<file path="config.mk">
export PLATFORM = sky130hd
export DESIGN_NAME = vga_pixel_fetch_flat
export DESIGN_NICKNAME = d
export VERILOG_FILES = /design/src/rtl/vga_pixel_fetch_pkg.sv /design/src/rtl/vga_pixel_fetch_if.sv /design/src/rtl/vga_sync_delay.sv /design/src/rtl/vga_pixel_fetch.sv /design/src/flat_wrapper.sv
export SDC_FILE = /design/constraint.sdc
export NUM_CORES = 1
export LEC_CHECK = 0
export ABC_AREA = 0
export CELL_PAD_IN_SITES_DETAIL_PLACEMENT = 1
export CELL_PAD_IN_SITES_GLOBAL_PLACEMENT = 1
export CORE_MARGIN = 2
export CORE_UTILIZATION = 30
export DETAILED_ROUTE_END_ITERATION = 8
export PLACE_DENSITY = 0.56
export RECOVER_POWER = 25
export SYNTH_ARGS = -nofsm -noshare
export SYNTH_HDL_FRONTEND = slang
export SYNTH_SLANG_ARGS = --single-unit
</file>
<file path="constraint.sdc">
create_clock -name clk -period 2.19 [get_ports clk]
set_input_delay 0.438 -clock clk [delete_from_list [all_inputs] [get_ports clk]]
set_output_delay 0.438 -clock clk [all_outputs]
set_load 0.1 [all_outputs]
</file>
<file path="src/rtl/vga_pixel_fetch_pkg.sv">
// ==== vga_pixel_fetch_pkg: shared constants/helpers for the pixel fetch path. Rev 1.0 ====
`default_nettype none

package vga_pixel_fetch_pkg;

  localparam int   H_VIS     = 1024;
  localparam logic SYNC_IDLE = 1'b1;  // syncs are active-low, idle high

  function automatic bit bpp_legal(input int bpp);
    return (bpp == 1) || (bpp == 2) || (bpp == 4) || (bpp == 8);
  endfunction

  function automatic int ppw(input int bpp);
    return 32 / bpp;
  endfunction

  function automatic int lat(input int rd_lat);
    return rd_lat + 2;
  endfunction

endpackage

`default_nettype wire

</file>
<file path="src/rtl/vga_pixel_fetch_if.sv">
// ==== vga_pixel_fetch_if: video-RAM read port and CPU base/palette writes. Rev 1.0 ====
`default_nettype none

interface vga_pixel_fetch_if #(
  parameter int ADDR_W = 16,
  parameter int RGB_W  = 12
);
  logic [ADDR_W-1:0] vram_addr;
  logic              vram_re;
  logic [31:0]       vram_rdata;
  logic              base_we;
  logic [ADDR_W-1:0] base_wdata;
  logic              pal_we;
  logic [7:0]        pal_idx;
  logic [RGB_W-1:0]  pal_wdata;

  modport master (
    output vram_addr, vram_re,
    input  vram_rdata, base_we, base_wdata, pal_we, pal_idx, pal_wdata
  );

  modport slave (
    input  vram_addr, vram_re,
    output vram_rdata, base_we, base_wdata, pal_we, pal_idx, pal_wdata
  );
endinterface

`default_nettype wire

</file>
<file path="src/rtl/vga_sync_delay.sv">
// ==== vga_sync_delay: DEPTH-stage delay of {avr, sub, hs, vs} matching the RAM path. Rev 1.0 ====
`default_nettype none

module vga_sync_delay
  import vga_pixel_fetch_pkg::*;
#(
  parameter int DEPTH = 2,
  parameter int SUB_W = 3
) (
  input  wire logic             clk,
  input  wire logic             rst_n,
  input  wire logic             avr_in,
  input  wire logic [SUB_W-1:0] sub_in,
  input  wire logic             hs_in,
  input  wire logic             vs_in,
  output logic                  avr_out,
  output logic [SUB_W-1:0]      sub_out,
  output logic                  hs_out,
  output logic                  vs_out
);

  logic [DEPTH-1:0] r_avr;
  logic [DEPTH-1:0] r_hs;
  logic [DEPTH-1:0] r_vs;
  logic [SUB_W-1:0] r_sub [DEPTH];

  always_ff @(posedge clk or negedge rst_n) begin
    if (!rst_n) begin
      r_avr <= '0;
      r_hs  <= {DEPTH{SYNC_IDLE}};
      r_vs  <= {DEPTH{SYNC_IDLE}};
      for (int i = 0; i < DEPTH; i++) r_sub[i] <= '0;
    end else begin
      r_avr[0] <= avr_in;
      r_hs[0]  <= hs_in;
      r_vs[0]  <= vs_in;
      r_sub[0] <= sub_in;
      for (int i = 1; i < DEPTH; i++) begin
        r_avr[i] <= r_avr[i-1];
        r_hs[i]  <= r_hs[i-1];
        r_vs[i]  <= r_vs[i-1];
        r_sub[i] <= r_sub[i-1];
      end
    end
  end

  assign avr_out = r_avr[DEPTH-1];
  assign hs_out  = r_hs[DEPTH-1];
  assign vs_out  = r_vs[DEPTH-1];
  assign sub_out = r_sub[DEPTH-1];

endmodule

`default_nettype wire

</file>
<file path="src/rtl/vga_pixel_fetch.sv">
// ==== vga_pixel_fetch: VRAM word fetch, pixel unpack, palette lookup, sync alignment. Rev 1.0 ====
`default_nettype none

module vga_pixel_fetch
  import vga_pixel_fetch_pkg::*;
#(
  parameter int BPP    = 4,
  parameter int ADDR_W = 16,
  parameter int RD_LAT = 1,
  parameter int RGB_W  = 12
) (
  input  wire logic         clk,
  input  wire logic         rst_n,
  input  wire logic         avr,
  input  wire logic         h_sync,
  input  wire logic         v_sync,
  input  wire logic [9:0]   line_num,
  input  wire logic [9:0]   pixel_num,
  vga_pixel_fetch_if.master bus,
  output logic [RGB_W-1:0]  rgb,
  output logic              hs_out,
  output logic              vs_out,
  output logic              vblank_irq
);

  localparam int C_PPW      = ppw(BPP);
  localparam int C_SUB_W    = $clog2(C_PPW);
  localparam int C_WPL_LOG2 = $clog2(H_VIS) - C_SUB_W;
  localparam int C_DEPTH    = lat(RD_LAT) - 1;

  generate
    if (!bpp_legal(BPP)) begin : g_bpp_illegal
      $error("vga_pixel_fetch: BPP must be 1, 2, 4 or 8");
    end
  endgenerate

  logic [ADDR_W-1:0] r_addr;
  logic              r_re;
  logic [ADDR_W-1:0] r_base;
  logic [ADDR_W-1:0] r_shadow;
  logic              r_vs_prev;
  logic              r_irq;
  logic [RGB_W-1:0]  r_pal [2**BPP];
  logic [RGB_W-1:0]  r_rgb;
  logic              r_hs;
  logic              r_vs;

  logic [ADDR_W-1:0] w_line_off;
  logic [ADDR_W-1:0] w_px_off;
  logic [C_SUB_W-1:0] w_sub;
  logic              w_vs_fall;
  logic              w_avr_d;
  logic [C_SUB_W-1:0] w_sub_d;
  logic              w_hs_d;
  logic              w_vs_d;
  logic [BPP-1:0]    w_idx;
  logic              w_unused_pal_idx;

  // Stage A: word address; sum wraps naturally at ADDR_W bits
  assign w_line_off = ADDR_W'(line_num) << C_WPL_LOG2;
  assign w_px_off   = ADDR_W'(pixel_num >> C_SUB_W);
  assign w_sub      = pixel_num[C_SUB_W-1:0];

  always_ff @(posedge clk or negedge rst_n) begin
    if (!rst_n) begin
      r_addr <= '0;
      r_re   <= 1'b0;
    end else begin
      r_re <= avr;
      if (avr) r_addr <= r_base + w_line_off + w_px_off;
    end
  end

  assign bus.vram_addr = r_addr;
  assign bus.vram_re   = r_re;

  // A base write coinciding with the swap lands in shadow only
  assign w_vs_fall = r_vs_prev & ~v_sync;

  always_ff @(posedge clk or negedge rst_n) begin
    if (!rst_n) begin
      r_base    <= '0;
      r_shadow  <= '0;
      r_vs_prev <= SYNC_IDLE;
      r_irq     <= 1'b0;
    end else begin
      r_vs_prev <= v_sync;
      r_irq     <= w_vs_fall;
      if (bus.base_we) r_shadow <= bus.base_wdata;
      if (w_vs_fall)   r_base   <= r_shadow;
    end
  end

  always_ff @(posedge clk or negedge rst_n) begin
    if (!rst_n) begin
      for (int i = 0; i < 2**BPP; i++) r_pal[i] <= '0;
    end else if (bus.pal_we) begin
      r_pal[bus.pal_idx[BPP-1:0]] <= bus.pal_wdata;
    end
  end

  assign w_unused_pal_idx = ^bus.pal_idx;

  vga_sync_delay #(
    .DEPTH (C_DEPTH),
    .SUB_W (C_SUB_W)
  ) u_sync_delay (
    .clk     (clk),
    .rst_n   (rst_n),
    .avr_in  (avr),
    .sub_in  (w_sub),
    .hs_in   (h_sync),
    .vs_in   (v_sync),
    .avr_out (w_avr_d),
    .sub_out (w_sub_d),
    .hs_out  (w_hs_d),
    .vs_out  (w_vs_d)
  );

  // Stage C: pixel 0 of each word occupies the LSBs
  assign w_idx = bus.vram_rdata[w_sub_d*BPP +: BPP];

  always_ff @(posedge clk or negedge rst_n) begin
    if (!rst_n) begin
      r_rgb <= '0;
      r_hs  <= SYNC_IDLE;
      r_vs  <= SYNC_IDLE;
    end else begin
      r_rgb <= w_avr_d ? r_pal[w_idx] : '0;
      r_hs  <= w_hs_d;
      r_vs  <= w_vs_d;
    end
  end

  assign rgb        = r_rgb;
  assign hs_out     = r_hs;
  assign vs_out     = r_vs;
  assign vblank_irq = r_irq;

endmodule

`default_nettype wire

</file>
<file path="src/flat_wrapper.sv">
// flat-port wrapper written by rule: the top's interface ports become plain ports
module vga_pixel_fetch_flat import vga_pixel_fetch_pkg::*;
#(
  parameter int BPP    = 4,
  parameter int ADDR_W = 16,
  parameter int RD_LAT = 1,
  parameter int RGB_W  = 12
)
  (clk, rst_n, avr, h_sync, v_sync, line_num, pixel_num, rgb, hs_out, vs_out, vblank_irq, bus_vram_addr, bus_vram_re, bus_vram_rdata, bus_base_we, bus_base_wdata, bus_pal_we, bus_pal_idx, bus_pal_wdata);
  vga_pixel_fetch_if #(.ADDR_W(ADDR_W), .RGB_W(RGB_W)) bus_i ();
  input  wire logic clk;
  input  wire logic rst_n;
  input  wire logic avr;
  input  wire logic h_sync;
  input  wire logic v_sync;
  input  wire logic [9:0] line_num;
  input  wire logic [9:0] pixel_num;
  output logic [RGB_W-1:0] rgb;
  output logic hs_out;
  output logic vs_out;
  output logic vblank_irq;
  output wire logic [$bits(bus_i.vram_addr)-1:0] bus_vram_addr;
  output wire logic [$bits(bus_i.vram_re)-1:0] bus_vram_re;
  input wire logic [$bits(bus_i.vram_rdata)-1:0] bus_vram_rdata;
  input wire logic [$bits(bus_i.base_we)-1:0] bus_base_we;
  input wire logic [$bits(bus_i.base_wdata)-1:0] bus_base_wdata;
  input wire logic [$bits(bus_i.pal_we)-1:0] bus_pal_we;
  input wire logic [$bits(bus_i.pal_idx)-1:0] bus_pal_idx;
  input wire logic [$bits(bus_i.pal_wdata)-1:0] bus_pal_wdata;
  assign bus_vram_addr = bus_i.vram_addr;
  assign bus_vram_re = bus_i.vram_re;
  assign bus_i.vram_rdata = bus_vram_rdata;
  assign bus_i.base_we = bus_base_we;
  assign bus_i.base_wdata = bus_base_wdata;
  assign bus_i.pal_we = bus_pal_we;
  assign bus_i.pal_idx = bus_pal_idx;
  assign bus_i.pal_wdata = bus_pal_wdata;
  vga_pixel_fetch #(.BPP(BPP), .ADDR_W(ADDR_W), .RD_LAT(RD_LAT), .RGB_W(RGB_W)) u_core (.clk(clk), .rst_n(rst_n), .avr(avr), .h_sync(h_sync), .v_sync(v_sync), .line_num(line_num), .pixel_num(pixel_num), .bus(bus_i), .rgb(rgb), .hs_out(hs_out), .vs_out(vs_out), .vblank_irq(vblank_irq));
endmodule
</file>
Word level (Yosys, flattened, before mapping)
Cells that the tools add are included.

Register bits: 269. Latch bits: 0. RAM bits: 0. ROM bits: 0. Bits of input ports: 95. Output and inout port bits: 32. Memories: 0.

Add/sub/neg operators: 2. Multipliers: 0. Divide/modulo/power cells: 0. Magnitude comparators: 3. Equality and inequality tests: 0. Shift-type cells: 1. Multiplexer cells: 7. Bitwise logic cells: 4. Reduce and logical (&&, ||, !) cells: 1.

Operators with widths (number): 192-bit bitwise mux (1); 12-bit binary-select mux with 4-bit select (1); 12-bit demux with 4-bit select (1); 12-bit two-way mux (4); 32-bit by 6-bit indexed part select with 4-bit output (1); 16-bit adder (1); 16-bit by 7-bit adder with 16-bit output (1); 5-bit greater-or-equal comparator, second input constant (2); 4-bit NOT with 5-bit output (2); 5-bit by 1-bit < comparator with 1-bit output, second input constant (1); 1-bit AND (1); 1-bit logical AND (1); 1-bit NOT (1).

Longest topological paths before layout
Depth after elaboration: 6. Depth in mapped cells: 9.

Cells and area by module
From an unflattened synthesis, not the netlist that was laid out.

Cells, all modules: 945. Area total of the unflattened synthesis: 12692.2 sq um.

Modules (own cells, without submodules): vga_pixel_fetch (times used 1, cells an instance 930, area an instance 12364.4 sq um, seq. area each 6434.9 sq um); vga_sync_delay (times used 1, cells an instance 15, area an instance 327.8 sq um, seq. area each 305.3 sq um).

Least setup slack after synthesis
Ideal clock, no wire load.

Path type: input-to-reg. From: input port pixel_num[3]. To: register u_core.r_addr[14], in the netlist u_core.bus.vram_addr[14]. Arrival: 2.107 ns. Required time: 2.118 ns. Path slack: 0.011 ns. Stages on the path: 9. Buffers on the path: 0. Path through: ha_1 inv_1 fa_1 nor2b_1 o21a_1 o21ai_0 a211o_1 a2111o_1 nand3_1.

Longest elaborated chain between the ends: 1.

RTL lines: start, declared (line flat_wrapper.sv:17) `input wire logic [9:0] pixel_num;`; 16-bit by 7-bit adder with 16-bit output (line vga_pixel_fetch.sv:70) `if (avr) r_addr <= r_base + w_line_off + w_px_off;`; end signal, assigned (line vga_pixel_fetch.sv:70); end, declared (line vga_pixel_fetch.sv:37) `logic [ADDR_W-1:0] r_addr;`.

Every way passes these cells. A chain may end at the register's enable or synchronous reset.

Final worst setup path
From: register u_core.u_sync_delay.r_sub, in the netlist u_core.u_sync_delay.sub_out[0]. To: register u_core.r_rgb[3], in the netlist u_core.rgb[3].

Longest elaborated chain between the ends: 6.

RTL lines: start, declared (line vga_sync_delay.sv:25) `logic [SUB_W-1:0] r_sub [DEPTH];`; start signal, assigned by index (line vga_sync_delay.sv:42) `r_sub[i] <= r_sub[i-1];`; 32-bit by 6-bit indexed part select with 4-bit output (line vga_pixel_fetch.sv:121) `assign w_idx = bus.vram_rdata[w_sub_d*BPP +: BPP];`; 4-bit NOT with 5-bit output (not written as such) (line vga_pixel_fetch.sv:129) `r_rgb <= w_avr_d ? r_pal[w_idx] : '0;`; 12-bit binary-select mux with 4-bit select (line vga_pixel_fetch.sv:129); 12-bit two-way mux (not written as such) (2 in a row) (line vga_pixel_fetch.sv:129); 12-bit two-way mux (line vga_pixel_fetch.sv:129); end signal, assigned (line vga_pixel_fetch.sv:129); end, declared (line vga_pixel_fetch.sv:44) `logic [RGB_W-1:0] r_rgb;`.

Every way passes these cells. The select of a mux whose other input is x is not followed.

==> impl_results.md <==
- Final cell count without fillers: 1710
- Number of placement rows: 74
- Max-slew headroom: -14.0%
- CP max FO: 10
- Clock Latency Late Sink: 0.56 ns
- Period utilisation layout: 111%
- Worst Setup End Kind: flip-flop
- Initial Utilization: 30.5%
- Share of power burned in registers: 37.6%
- Max incr delay on CP: 0.54 ns
- Net Switching: 5490 µW
- Async set-reset flop share out of synthesis: 100%
- Peak VDD IR: 0.000659 V
- Core footprint: 41000 µm²
- Post-synthesis compound-gate area fraction: 4.97%
- FMAX: 411 MHz
- CP Buf/Inv Count: 4
- Nets: 1264
- Setup violators final: 13
- Post-Synth Adder-Cell Area: 1.66%
- Fin. max-slew vios: 53
- Arrival time worst endpoint: 2.85 ns
- Drt first pass iters: 4
- Layout cells sized above 1: 45.1%
- Status: finished with violations
- Largest family of logic cells by synthesized area: multiplexers
- Max-cap viol count: 1
- Boundary pin count: 127
- Dpl cells: 1627
- Height of the die: 208 µm
- Worst hold path class: flip-flop to flip-flop
- Number of flops mapped to enable cells by yosys: 0
- Leakage: 0.00751 µW
- DR WL/cell: 20.4 µm
- H-tree depth: 1
- Via count: 8236
- Setup TNS: -2.38 ns
- Worst Clk Skew: 0.0109 ns
- Combinational Power Share: 29.4%
- Vias in the first global route: 9116
- Worst endpoint required time: 2.61 ns
- Area delta synth->final: 35.0%
- Post-Syn Area: 12500 µm²
- Worst Tran Pin Value: 1.71 ns
- RSZ-0062 raised after global routing: yes
- Final setup margin: -0.242 ns
- Post-DP HPWL: 23500 µm
- Synth area leaders: dfrtp_1, mux2_2, mux2i_1
- Proportion of synthesized area in mux cells: 32.8%
- Synth warnings: 0
- Switch share: 31.3%
- Slowest-stage cell, CP: mux4_2
- CTS tree: done
- Internal Power: 12100 µW
- Post-Synth Simple-Gate Area: 4.11%
- Initial antenna violation count: 1
- GPL Wtd Cong: 0.729
- Routed Antenna Nets: 0
- Pwr dens: 1040 nW/µm²
- Die area: 43400 µm²
- CTS sink count: 267
- Synth area leader: dfrtp_1
- TritonCTS Buffers: 31
- Die W: 208 µm
- Port buffer count: 121
- Routed WL: 35000 µm
- Post-Synth XOR/XNOR Area: 0.490%
- Final min period: 2.43 ns
- Vias/cell: 4.82
- Setup crit start kind: flip-flop
- Bufs on Longest Clock Path: 3
- Cells along the critical path: buf_6, buf_6, mux4_2, mux2_4, and3_4, buf_12, buf_12, a22oi_2, nand3_2
- First-pass GRT wire length: 55400 µm
- Synthesized area per cell: 13.7 µm²
- Clock Power Share: 33.0%
- GRT overflow: 0
- Register area share after synthesis: 53.4%
- Hold Fails Final Rpt: 0
- Share of the synthesized area in the top cell type: 52.2%
- DRC: 0
- CTS clk-pin slew, worst paths: 0.06 ns
- Kind of critical path: flip-flop to flip-flop
- Failing checks: max-capacitance violations, max-slew violations, negative setup slack
- Largest net degree at the start of global routing: 57
- Mapped Nets: 1026
- Tot GR Track Use: 16.4%
- Clock Root Buffer: clkbuf_16
- Family with the most delay on the worst path: multiplexers
- Initial DRC count: 285
- FF+latch count, synth: 267
- Mapped Cells: 915
- Main synth FF type: dfrtp_1
- Distinct cell type count after synthesis: 51
-- metal layers --
| metal | GRT usage, % | wire [µm] | up-vias | share of wire [%] |
|---|---|---|---|---|
| met2 | 27.5 | 16700 | 107 | 48 |
| li1 | - | - | 3822 | - |
| met4 | 3.32 | 617 | 0 | 1.8 |
| met5 | 0 | 0 | - | 0 |
| met3 | 2.54 | 1190 | 39 | 3.4 |
| met1 | 22.5 | 16400 | 4268 | 47 |
-- worst register-to-register path: stages (launching register included) --
cell and delay, ns:
dfrtp_2 0.45, buf_6 0.12, buf_6 0.12, mux4_2 0.54, mux2_4 0.30, and3_4 0.19, buf_12 0.15, buf_12 0.15
a22oi_2 0.15, nand3_2 0.12
-- cells in the mapped netlist (2+ instances only) --
library cell	number
nand2b_1	7
a211oi_1	2
nor3_1	4
mux2i_4	2
dfrtp_1	261
nor2_1	17
nand3b_1	3
or2_2	2
and2_1	2
ha_1	15
clkbuf_1	34
nand4_1	2
nand3_1	17
o21bai_1	2
buf_1	3
mux2_2	254
xor2_1	2
buf_2	9
dfstp_2	6
a2111oi_0	2
a221oi_1	2
o21ai_0	6
buf_4	12
nand2_1	35
and3_1	5
nor2b_1	5
a22oi_1	12
a21oi_1	16
a2111o_1	2
a21o_1	6
mux2i_1	96
o211ai_1	24
or3_1	4
xnor2_1	5
mux4_2	10
inv_1	10
a211o_1	2
o21a_1	3
o2111ai_1	2
-- cell usage in the layout (no fill, tap or decap), types with 7 or more instances in the layout --
cell             netlist  final
dfrtp_1              261    260
mux2_2               254    248
buf_4                 12    126
mux2i_1               96     93
clkdlybuf4s50_1        0     81
nand2_1               35     35
clkbuf_16              0     31
o211ai_1              24     24
buf_12                 0     24
nor2_1                17     17
buf_6                  1     17
nand3_1               17     16
ha_1                  15     14
a21oi_1               16     13
mux4_2                10     10
inv_1                 10      9
a22oi_2                0      9
clkbuf_8               0      9
clkbuf_1              34      8
dlygate4sd3_1          0      8
nand2b_1               7      7
bufinv_16              0      7
-- cell type report --
class	instances	area (µm²)
antenna	1	2.50
clock inverter	11	234
multi-input combinational	579	5740
clock buffer	46	922
fill	4232	24100
tap	532	666
inverter	10	37.5
sequential	267	6690
timing repair buffer	264	2610
-- registers in the layout (all words and copies together) (netlist names) --
register,flops
u_core.u_sync_delay.r_sub,3
u_core.vs_out,1
u_core.u_sync_delay.r_avr,2
u_core.r_shadow,16
u_core.u_sync_delay.r_vs,2
u_core.u_sync_delay.sub_out,3
u_core.r_base,16
u_core.u_sync_delay.r_hs,2
u_core.r_pal,192
u_core.bus.vram_addr,16
u_core.vblank_irq,1
u_core.rgb,12
u_core.hs_out,1
-- per-stage QoR --
step	worst slack, ns	util [%]	hold WS [ns]	cell area (µm²)	total power [µW]
CTS	-0.270	40.6	0.248	16600	17600
floorplan	0.0107	-	0.142	12500	9890
finish	-0.242	41.2	0.349	16900	17600
global route	-0.368	41.2	0.354	16900	18500
global placement	-0.683	37.1	0.331	15200	11400
detailed placement	-0.672	37.1	0.336	15200	11500
-- cells by family (layout without fill, tap and decap cells) --
group,after synthesis,after routing
AO/OA/AOI/OAI,87,87
XOR/XNOR,7,7
adder cells (fa/ha/maj),16,16
buffers and inverters,69,331
flip-flops,267,267
multiplexers,363,363
other,0,1
AND/OR/NAND/NOR,106,106
-- timing repair --
action | in CTS | in global routing
hold endpoints to repair | 47 | 0
endpoints found under the setup margin | 19 | 19
buffers inserted | 16 | 7
gates resized for setup | 26 | 44
pin swaps | 17 | 24
hold buffers | 1 | 0
cloned | 2 | 0
-- power groups by stage --
stage	Combinational (µW)	Sequential [µW]	Clock, µW
2_1_floorplan	2220	7680	0
3_3_place_gp	4780	6640	0
3_5_place_dp	4860	6670	0
4_1_cts	5030	6600	5990
5_1_grt	5550	6750	6160
6_report	5160	6610	5800
-- path summary, 6_finish.rpt --
| kind | start | to | slack, ns | cells after the start |
|---|---|---|---|---|
| setup / recovery | u_core.u_sync_delay.sub_out[0] | u_core.rgb[3] | -0.24 | 9 |
| hold / removal | u_core.u_sync_delay.r_sub[3] | u_core.u_sync_delay.sub_out[0] | 0.35 | 0 |
| setup reg to reg | u_core.u_sync_delay.sub_out[0] | u_core.rgb[3] | -0.24 | 9 |
| hold reg to reg | u_core.u_sync_delay.r_sub[3] | u_core.u_sync_delay.sub_out[0] | 0.35 | 0 |
| max in group asynchronous | rst_n | u_core.r_pal[71] | 0.21 | 3 |
| min in group asynchronous | rst_n | u_core.r_pal[110] | 0.88 | 2 |
No activity file was read; power rests on OpenSTA's default activity.
